### config.mk
export PLATFORM = sky130hd
export DESIGN_NAME = assert_event_logger
export DESIGN_NICKNAME = d
export VERILOG_FILES = /design/src/rtl/assert_log_pkg.sv /design/src/rtl/assert_log_fifo.sv /design/src/rtl/assert_event_logger.sv
export SDC_FILE = /design/constraint.sdc
export NUM_CORES = 1
export LEC_CHECK = 0
export BUFFER_PORTS_ARGS = -buffer_cell sky130_fd_sc_hd__buf_2
export CORE_ASPECT_RATIO = 1.1
export CORE_MARGIN = 5
export CORE_UTILIZATION = 49
export CTS_CLUSTER_DIAMETER = 150
export CTS_CLUSTER_SIZE = 14
export DETAILED_ROUTE_END_ITERATION = 8
export PLACE_DENSITY = 0.68
export RECOVER_POWER = 50
export SLEW_MARGIN = 20
export SYNTH_ARGS = -nofsm -noshare
export SYNTH_HDL_FRONTEND = slang
export SYNTH_SLANG_ARGS = --single-unit
### constraint.sdc
create_clock -name clk -period 6 [get_ports clk]
set_input_delay 0 -clock clk [delete_from_list [all_inputs] [get_ports clk]]
set_output_delay 0 -clock clk [all_outputs]
set_load 0.05 [all_outputs]
### src/rtl/assert_log_pkg.sv
// ---------------------------------------------------------------------------
// assert_log_pkg
//   Shared types and helpers for the assertion event logger.
//   - SRC_W / LVL_W : source-index and FIFO-level widths for the default
//                     configuration (4 sources, 8-deep FIFO).
//   - fail_rec_t    : one failure record {source index, timestamp}.
//   - sat_add       : saturating add, clamps a + inc to max.
// ---------------------------------------------------------------------------
package assert_log_pkg;

    localparam int NUM_SRC_DEF = 4;
    localparam int TS_W_DEF    = 32;
    localparam int DEPTH_DEF   = 8;

    localparam int SRC_W = $clog2(NUM_SRC_DEF);
    localparam int LVL_W = $clog2(DEPTH_DEF) + 1;

    typedef struct packed {
        logic [SRC_W-1:0]    src;
        logic [TS_W_DEF-1:0] ts;
    } fail_rec_t;

    // Sum is formed one bit wider than the operands so the carry is never
    // lost before the clamp; callers keep their counters well below 64 bits.
    function automatic logic [63:0] sat_add(input logic [63:0] a,
                                            input logic [63:0] inc,
                                            input logic [63:0] max);
        logic [64:0] sum;
        sum = {1'b0, a} + {1'b0, inc};
        return (sum > {1'b0, max}) ? max : sum[63:0];
    endfunction

endpackage

### src/rtl/assert_log_fifo.sv
// ---------------------------------------------------------------------------
// assert_log_fifo
//   Synchronous FIFO for failure records.
//   Ports:
//     clk, rst_n  : clock, asynchronous active-low reset
//     clear       : synchronous flush (wins over push/pop)
//     push, wdata : write request; ignored when full unless pop frees a slot
//     pop         : remove head; ignored when empty
//     full, empty : status
//     level       : occupancy 0..DEPTH
//     head        : record at the head, all-zero while empty
// ---------------------------------------------------------------------------
module assert_log_fifo
    import assert_log_pkg::*;
#(
    parameter int  DEPTH = 8,
    parameter type rec_t = fail_rec_t
) (
    input  logic                   clk,
    input  logic                   rst_n,
    input  logic                   clear,
    input  logic                   push,
    input  logic                   pop,
    input  rec_t                   wdata,
    output logic                   full,
    output logic                   empty,
    output logic [$clog2(DEPTH):0] level,
    output rec_t                   head
);

    localparam int AW = $clog2(DEPTH);
    localparam int PW = AW + 1;

    rec_t          mem_q [DEPTH];
    logic [PW-1:0] wr_ptr_q, wr_ptr_d;
    logic [PW-1:0] rd_ptr_q, rd_ptr_d;
    logic          do_push, do_pop;

    // Extra pointer MSB distinguishes full from empty when the index bits match.
    assign empty = (wr_ptr_q == rd_ptr_q);
    assign full  = (wr_ptr_q[AW] != rd_ptr_q[AW]) &&
                   (wr_ptr_q[AW-1:0] == rd_ptr_q[AW-1:0]);
    assign level = wr_ptr_q - rd_ptr_q;
    assign head  = empty ? rec_t'('0) : mem_q[rd_ptr_q[AW-1:0]];

    always_comb begin
        do_pop   = pop && !empty && !clear;
        do_push  = push && (!full || do_pop) && !clear;
        wr_ptr_d = wr_ptr_q;
        rd_ptr_d = rd_ptr_q;
        if (clear) begin
            wr_ptr_d = '0;
            rd_ptr_d = '0;
        end else begin
            if (do_push) wr_ptr_d = wr_ptr_q + PW'(1);
            if (do_pop)  rd_ptr_d = rd_ptr_q + PW'(1);
        end
    end

    always_ff @(posedge clk or negedge rst_n) begin
        if (!rst_n) begin
            wr_ptr_q <= '0;
            rd_ptr_q <= '0;
        end else begin
            wr_ptr_q <= wr_ptr_d;
            rd_ptr_q <= rd_ptr_d;
        end
    end

    // Storage needs no reset: the head is masked while the FIFO is empty.
    always_ff @(posedge clk) begin
        if (do_push) mem_q[wr_ptr_q[AW-1:0]] <= wdata;
    end

endmodule

### src/rtl/assert_event_logger.sv
// ---------------------------------------------------------------------------
// assert_event_logger
//   Collects pass/fail pulses from NUM_SRC (>=2) assertion checkers, keeps
//   saturating totals, timestamps failures and queues one record per cycle.
//   Ports:
//     clk, rst_n          : clock, asynchronous active-low reset
//     clear               : synchronous clear of all state, beats every event
//     pass_i, fail_i      : per-source one-cycle pulses
//     rd_valid/rd_ready   : head-of-FIFO handshake
//     rd_src, rd_ts       : head record
//     pass_cnt, fail_cnt  : saturating totals (fail wins over pass per source)
//     drop_cnt            : fails that did not produce a record
//     fifo_level          : FIFO occupancy
//     first_ts, any_fail  : timestamp / flag of first fail since reset/clear
// ---------------------------------------------------------------------------
module assert_event_logger
    import assert_log_pkg::*;
#(
    parameter int NUM_SRC = 4,
    parameter int TS_W    = 32,
    parameter int CNT_W   = 16,
    parameter int DEPTH   = 8
) (
    input  logic                       clk,
    input  logic                       rst_n,
    input  logic                       clear,
    input  logic [NUM_SRC-1:0]         pass_i,
    input  logic [NUM_SRC-1:0]         fail_i,
    output logic                       rd_valid,
    input  logic                       rd_ready,
    output logic [$clog2(NUM_SRC)-1:0] rd_src,
    output logic [TS_W-1:0]            rd_ts,
    output logic [CNT_W-1:0]           pass_cnt,
    output logic [CNT_W-1:0]           fail_cnt,
    output logic [CNT_W-1:0]           drop_cnt,
    output logic [$clog2(DEPTH):0]     fifo_level,
    output logic [TS_W-1:0]            first_ts,
    output logic                       any_fail
);

    localparam int RSW = $clog2(NUM_SRC);
    localparam int PCW = RSW + 1;   // popcount width, holds 0..NUM_SRC
    localparam logic [CNT_W-1:0] CNT_MAX = '1;

    typedef struct packed {
        logic [RSW-1:0]  src;
        logic [TS_W-1:0] ts;
    } rec_t;

    logic [TS_W-1:0]  ts_q, ts_d;
    logic [CNT_W-1:0] pass_cnt_q, pass_cnt_d;
    logic [CNT_W-1:0] fail_cnt_q, fail_cnt_d;
    logic [CNT_W-1:0] drop_cnt_q, drop_cnt_d;
    logic [TS_W-1:0]  first_ts_q, first_ts_d;
    logic             any_fail_q, any_fail_d;

    logic [NUM_SRC-1:0] pass_eff;
    logic [PCW-1:0]     n_pass, n_fail, n_drop;
    logic [RSW-1:0]     src_sel;
    logic               fail_any;
    logic               fifo_push, fifo_pop, fifo_full, fifo_empty;
    rec_t               fifo_wdata, fifo_head;

    // Head comes straight out of FIFO storage, so fail_i never reaches rd_*
    // combinationally.
    assert_log_fifo #(
        .DEPTH (DEPTH),
        .rec_t (rec_t)
    ) u_fifo (
        .clk   (clk),
        .rst_n (rst_n),
        .clear (clear),
        .push  (fifo_push),
        .pop   (fifo_pop),
        .wdata (fifo_wdata),
        .full  (fifo_full),
        .empty (fifo_empty),
        .level (fifo_level),
        .head  (fifo_head)
    );

    assign rd_valid = !fifo_empty;
    assign rd_src   = fifo_head.src;
    assign rd_ts    = fifo_head.ts;
    assign pass_cnt = pass_cnt_q;
    assign fail_cnt = fail_cnt_q;
    assign drop_cnt = drop_cnt_q;
    assign first_ts = first_ts_q;
    assign any_fail = any_fail_q;

    // Event decode: popcounts and lowest-index failing source.
    always_comb begin
        pass_eff = pass_i & ~fail_i;
        fail_any = |fail_i;
        n_pass   = '0;
        n_fail   = '0;
        src_sel  = '0;
        for (int k = 0; k < NUM_SRC; k++) begin
            n_pass = n_pass + PCW'(pass_eff[k]);
            n_fail = n_fail + PCW'(fail_i[k]);
        end
        for (int k = NUM_SRC - 1; k >= 0; k--) begin
            if (fail_i[k]) src_sel = RSW'(k);
        end
    end

    // Record path: a pop in the same cycle frees the slot for the push.
    always_comb begin
        fifo_pop        = rd_valid && rd_ready;
        fifo_push       = !clear && fail_any && (!fifo_full || fifo_pop);
        fifo_wdata.src  = src_sel;
        fifo_wdata.ts   = ts_q;
        // Every failing source except the one that was written is a drop.
        n_drop          = n_fail - PCW'(fifo_push);
    end

    always_comb begin
        ts_d       = ts_q;
        pass_cnt_d = pass_cnt_q;
        fail_cnt_d = fail_cnt_q;
        drop_cnt_d = drop_cnt_q;
        first_ts_d = first_ts_q;
        any_fail_d = any_fail_q;
        if (clear) begin
            ts_d       = '0;
            pass_cnt_d = '0;
            fail_cnt_d = '0;
            drop_cnt_d = '0;
            first_ts_d = '0;
            any_fail_d = 1'b0;
        end else begin
            ts_d       = ts_q + TS_W'(1);
            pass_cnt_d = CNT_W'(sat_add(64'(pass_cnt_q), 64'(n_pass), 64'(CNT_MAX)));
            fail_cnt_d = CNT_W'(sat_add(64'(fail_cnt_q), 64'(n_fail), 64'(CNT_MAX)));
            drop_cnt_d = CNT_W'(sat_add(64'(drop_cnt_q), 64'(n_drop), 64'(CNT_MAX)));
            // Captured on the first failing cycle even if its record is dropped.
            if (fail_any && !any_fail_q) begin
                any_fail_d = 1'b1;
                first_ts_d = ts_q;
            end
        end
    end

    always_ff @(posedge clk or negedge rst_n) begin
        if (!rst_n) begin
            ts_q       <= '0;
            pass_cnt_q <= '0;
            fail_cnt_q <= '0;
            drop_cnt_q <= '0;
            first_ts_q <= '0;
            any_fail_q <= 1'b0;
        end else begin
            ts_q       <= ts_d;
            pass_cnt_q <= pass_cnt_d;
            fail_cnt_q <= fail_cnt_d;
            drop_cnt_q <= drop_cnt_d;
            first_ts_q <= first_ts_d;
            any_fail_q <= any_fail_d;
        end
    end

endmodule

==> results.sh <==
export IMPL_finalCritPeriodShare_pct=80.2
export IMPL_power_mw=6.97
export IMPL_cellPowerDensity_nw_per_um2=375
export IMPL_worst_path_arrival_ns=5.19
export IMPL_start_util_pct=49.5
export IMPL_synth_flop_cell="edfxtp_1"
export IMPL_remaining_drc_errors=0
export IMPL_route_antenna_remaining_nets=0
export IMPL_globalRouteMet1Util_pct=27.0
export IMPL_final_setup_viol_count=0
export IMPL_grt_max_degree=94
export IMPL_cp_depth=6
export IMPL_grt_pass1_vias=10141
export IMPL_core_area_sq_um=33200
export IMPL_timing_rr_start="u_fifo.rd_ptr_q[2]"
export IMPL_fill_cells=2632
export IMPL_cts_repair_resized=0
export IMPL_syn_avg_cell_area_sq_um=15.3
export IMPL_grt_busiest_layer="met2"
export IMPL_finalClockSkew_ns=0.0203
export IMPL_critical_path_slowest_cell="clkbuf_1"
export IMPL_drt_wl_total_microns=36400
export IMPL_design_final_nets=1252
export IMPL_critPathCaptureType="flop"
export IMPL_drv_cap=3
export IMPL_ctsHtreeMaxLevel=2
export IMPL_syn_nets=1113
export IMPL_grtUsageTotal_pct=19.6
export IMPL_setup_total_negative_slack_ns=0
export IMPL_path_cells="dlygate4sd3_1 > clkbuf_1 > clkbuf_1 > nor3_2 > buf_4 > a22o_1"
export IMPL_worst_path_most_repeated_cell="clkbuf_1"
export IMPL_status="complete, but fails checks"
export IMPL_required_ns=6.38
export IMPL_yosysWarnings=0
export IMPL_async_reset_ff_share_pct=30.8
export IMPL_cp_start_kind="input pin"
export IMPL_timing_reg2reg_worst_path_depth=12
export IMPL_max_slew_worst_pin_slew_ns=4.34
export IMPL_die_width_microns=185
export IMPL_rsz0062_at_grt="false"
export IMPL_io_buffers=131
export IMPL_synth_edff_count=272
export IMPL_worstPathMaxFanout=93
export IMPL_drt_first_iter_violations=762
export IMPL_detailedRoute_firstPassIterationCount=5
export IMPL_clock_path_buffers=3
export IMPL_synth_cell_area_sq_um=16400
export IMPL_timing_slew_headroom_pct=-189
export IMPL_hold_path_startpoint="fail_i[3]"
export IMPL_globalRoute_totalOverflow=0
export IMPL_critical_path_n_buffers_inverters=4
export IMPL_cts_tree="done"
export IMPL_globalplace_congestion=0.796
export IMPL_worst_hold_class="in2reg"
export IMPL_via_per_inst=5.88
export IMPL_hold_violations=0
export IMPL_failed_checks="capacitance limit, slew limit"
export IMPL_crit_family="buffers and inverters"
export IMPL_ioPinCount=132
export IMPL_globalRouteMet2Util_pct=32.9
export IMPL_final_period_minus_worst_setup_slack_ns=4.81
export IMPL_capture_point_of_the_worst_reg_to_reg_path="drop_cnt[0]"
export IMPL_row_count=70
export IMPL_die_height_microns=202
export IMPL_cts_made_buffers=34
export IMPL_areaGrowthSynthToFinish_pct=13.1
export IMPL_path_class="in2reg"
export IMPL_die_area_sq_um=37300
export IMPL_synth_ff_latch_count=393
export IMPL_cts_reportedPaths_clkPinSlew_ns=0.07
export IMPL_sink_of_the_worst_hold_path="any_fail"
export IMPL_number_of_standard_cells_in_the_final_layout_excluding_fillers=1671
export IMPL_dp_cells=1601
export IMPL_timing_fmax_mhz=208
export IMPL_vdd_ir_drop_max_mv=0.197
export IMPL_slew_violations=207
export IMPL_antenna_diode_count=0
export IMPL_groute_layer_met3_usage_pct=3.62
export IMPL_post_cts_setup_buffer_count=0
export IMPL_static_leakage_power_nw=6.68
export IMPL_cts_sinks=393
export IMPL_dr_total_vias=9822
export IMPL_cp_slowest_stage_delay_ns=3.04
export IMPL_clk_insertion_delay_late_ns=0.51
export IMPL_postSynthCellCount=1076
export IMPL_post_drt_wl_per_cell_microns=21.8
export IMPL_dp_hpwl_microns=21300
export IMPL_timing_hold_worst_path_depth=4
export IMPL_drive_gt1_share_pct=15.3
export IMPL_wire_length_of_the_first_global_routing_pass_microns=57600
export IMPL_regToRegSetupSlack_ns=1.43
export IMPL_antenna_found_initial=0
export IMPL_clk_root_buffer_cell="clkbuf_16"
export IMPL_sequential_area_share_after_synthesis_pct=68.1
export IMPL_synth_cell_type_count=51
## stage by stage
stage	utilization, %	hold slack [ns]	instance area, sq um	worst slack [ns]
2_1_floorplan	-	-0.296	16400	0.894
3_3_place_gp	53.1	-0.0417	17600	1.70
3_5_place_dp	53.1	-0.0428	17600	1.58
4_1_cts	56.3	0.0168	18700	1.52
5_1_grt	56.0	0.0470	18600	0.790
6_report	56.0	0.0457	18600	1.19
## cell usage after synthesis (2+ instances only)
cell	n	area, sq um
nor2_1	35	131
fa_1	7	140
mux2i_1	3	30.0
a31oi_1	9	56.3
nand4_1	19	119
nand2b_1	6	37.5
nor4_1	3	18.8
dfrtp_1	121	3030
xnor2_1	15	131
buf_2	15	75.1
o2111ai_1	2	17.5
and4_1	13	114
a21oi_1	94	470
nor3b_1	3	22.5
o211ai_1	4	30.0
buf_1	6	22.5
xor2_1	25	219
clkbuf_1	32	120
and2_1	4	25.0
a211oi_1	9	67.6
nand2_1	102	383
a21o_1	4	30.0
and3_1	6	37.5
nand3_1	21	105
o21bai_1	2	15.0
a211o_1	3	26.3
and4b_1	3	30.0
mux4_2	68	1530
nor2b_1	6	37.5
o21a_1	2	15.0
a22o_1	32	280
o21ai_0	22	110
inv_1	30	113
nand4_2	3	37.5
nor3_1	11	55.1
or4_1	11	82.6
or3_1	12	75.1
edfxtp_1	272	8170
o31ai_1	12	90.1
ha_1	18	225
## cells in the final DEF, fill, tap and decap left out, types with 4 or more instances in the layout
cell | synthesis | final
nor2_1 | 35 | 28
ha_1 | 18 | 18
a22o_1 | 32 | 32
xor2_1 | 25 | 25
xnor2_1 | 15 | 15
fa_1 | 7 | 7
and4_1 | 13 | 13
a31oi_1 | 9 | 9
dlygate4sd3_1 | 0 | 9
o211ai_1 | 4 | 4
buf_4 | 1 | 14
mux4_2 | 68 | 68
inv_1 | 30 | 30
nand2_1 | 102 | 102
nand4_1 | 19 | 19
or4_1 | 11 | 11
nand2b_1 | 6 | 6
a21o_1 | 4 | 4
a211oi_1 | 9 | 8
nor3_1 | 11 | 8
and3_1 | 6 | 6
and2_1 | 4 | 4
nor2_4 | 0 | 6
edfxtp_1 | 272 | 272
o31ai_1 | 12 | 12
clkbuf_1 | 32 | 108
buf_2 | 15 | 47
or3_1 | 12 | 12
nor2b_1 | 6 | 6
nand3_1 | 21 | 21
dfrtp_1 | 121 | 119
o21ai_0 | 22 | 22
clkbuf_16 | 0 | 35
a21oi_1 | 94 | 94
## what timing repair did
action / 4_1_cts / 5_1_grt
hold buffers: 9 / 0
endpoints found under the setup margin: 0 / 0
hold endpoints to repair: 62 / 0
## logic make-up after synthesis
kind of cell / Yosys count / synth area share, %
AND/OR/NAND/NOR: 262 / 8.19
XOR/XNOR: 40 / 2.13
multiplexers: 72 / 9.57
AO/OA/AOI/OAI: 199 / 7.68
flip-flops: 393 / 68.1
adder cells (fa/ha/maj): 25 / 2.22
buffers and inverters: 85 / 2.08
## per-layer routing
metal	wire length [microns]	part of all wire (%)	vias up
met1	15300	42	5059
met5	0	0	-
met3	2350	6.4	44
met2	18100	50	290
li1	-	-	4429
met4	680	1.9	0
## area by class of cell
cell class / count / area [sq um] / share of cell area [%]
flip-flops and latches: 393 / 11200 / 60.3
inverters: 31 / 116 / 0.626
clock inverters: 2 / 25.0 / 0.135
well taps: 432 / 541 / 2.91
clock buffers: 58 / 962 / 5.18
multi-input cells: 598 / 4970 / 26.8
repair buffers: 157 / 766 / 4.12
## worst min-delay path, cell delays in order
cell and delay [ns]:
buf_2 0.15, nor3b_1 0.07, buf_4 0.16, a21oi_1 0.13
## power breakdown
| part | switching, mW | leakage [nW] | internal, mW | total, mW |
|---|---|---|---|---|
| Combinational | 1.24 | 2.00 | 0.565 | 1.81 |
| Clock | 0.933 | 0.470 | 1.10 | 2.03 |
| Sequential | 0.120 | 4.21 | 3.01 | 3.13 |
| Total | 2.29 | 6.68 | 4.68 | 6.97 |
## registers in the layout, indices dropped and copies added, names as in the netlist
signal / cells
pass_cnt: 16
u_fifo.mem_q: 272
drop_cnt: 16
first_ts: 32
fail_cnt: 16
any_fail: 1
u_fifo.wr_ptr_q: 4
ts_q: 32
u_fifo.rd_ptr_q: 4
## worst max-delay path by stage
stage                                  start                 end  slack [ns]
after floorplan           u_fifo.rd_ptr_q[1]  u_fifo.mem_q[0][0]        0.89
after CTS                 u_fifo.rd_ptr_q[2]         drop_cnt[0]        1.52
final                                  clear        first_ts[22]        1.19
after detailed placement  u_fifo.rd_ptr_q[2]        drop_cnt[11]        1.58
after global routing                   rst_n  u_fifo.rd_ptr_q[0]        0.79
after global placement    u_fifo.rd_ptr_q[2]        drop_cnt[13]        1.70
Power figures use the tool's default switching activity.
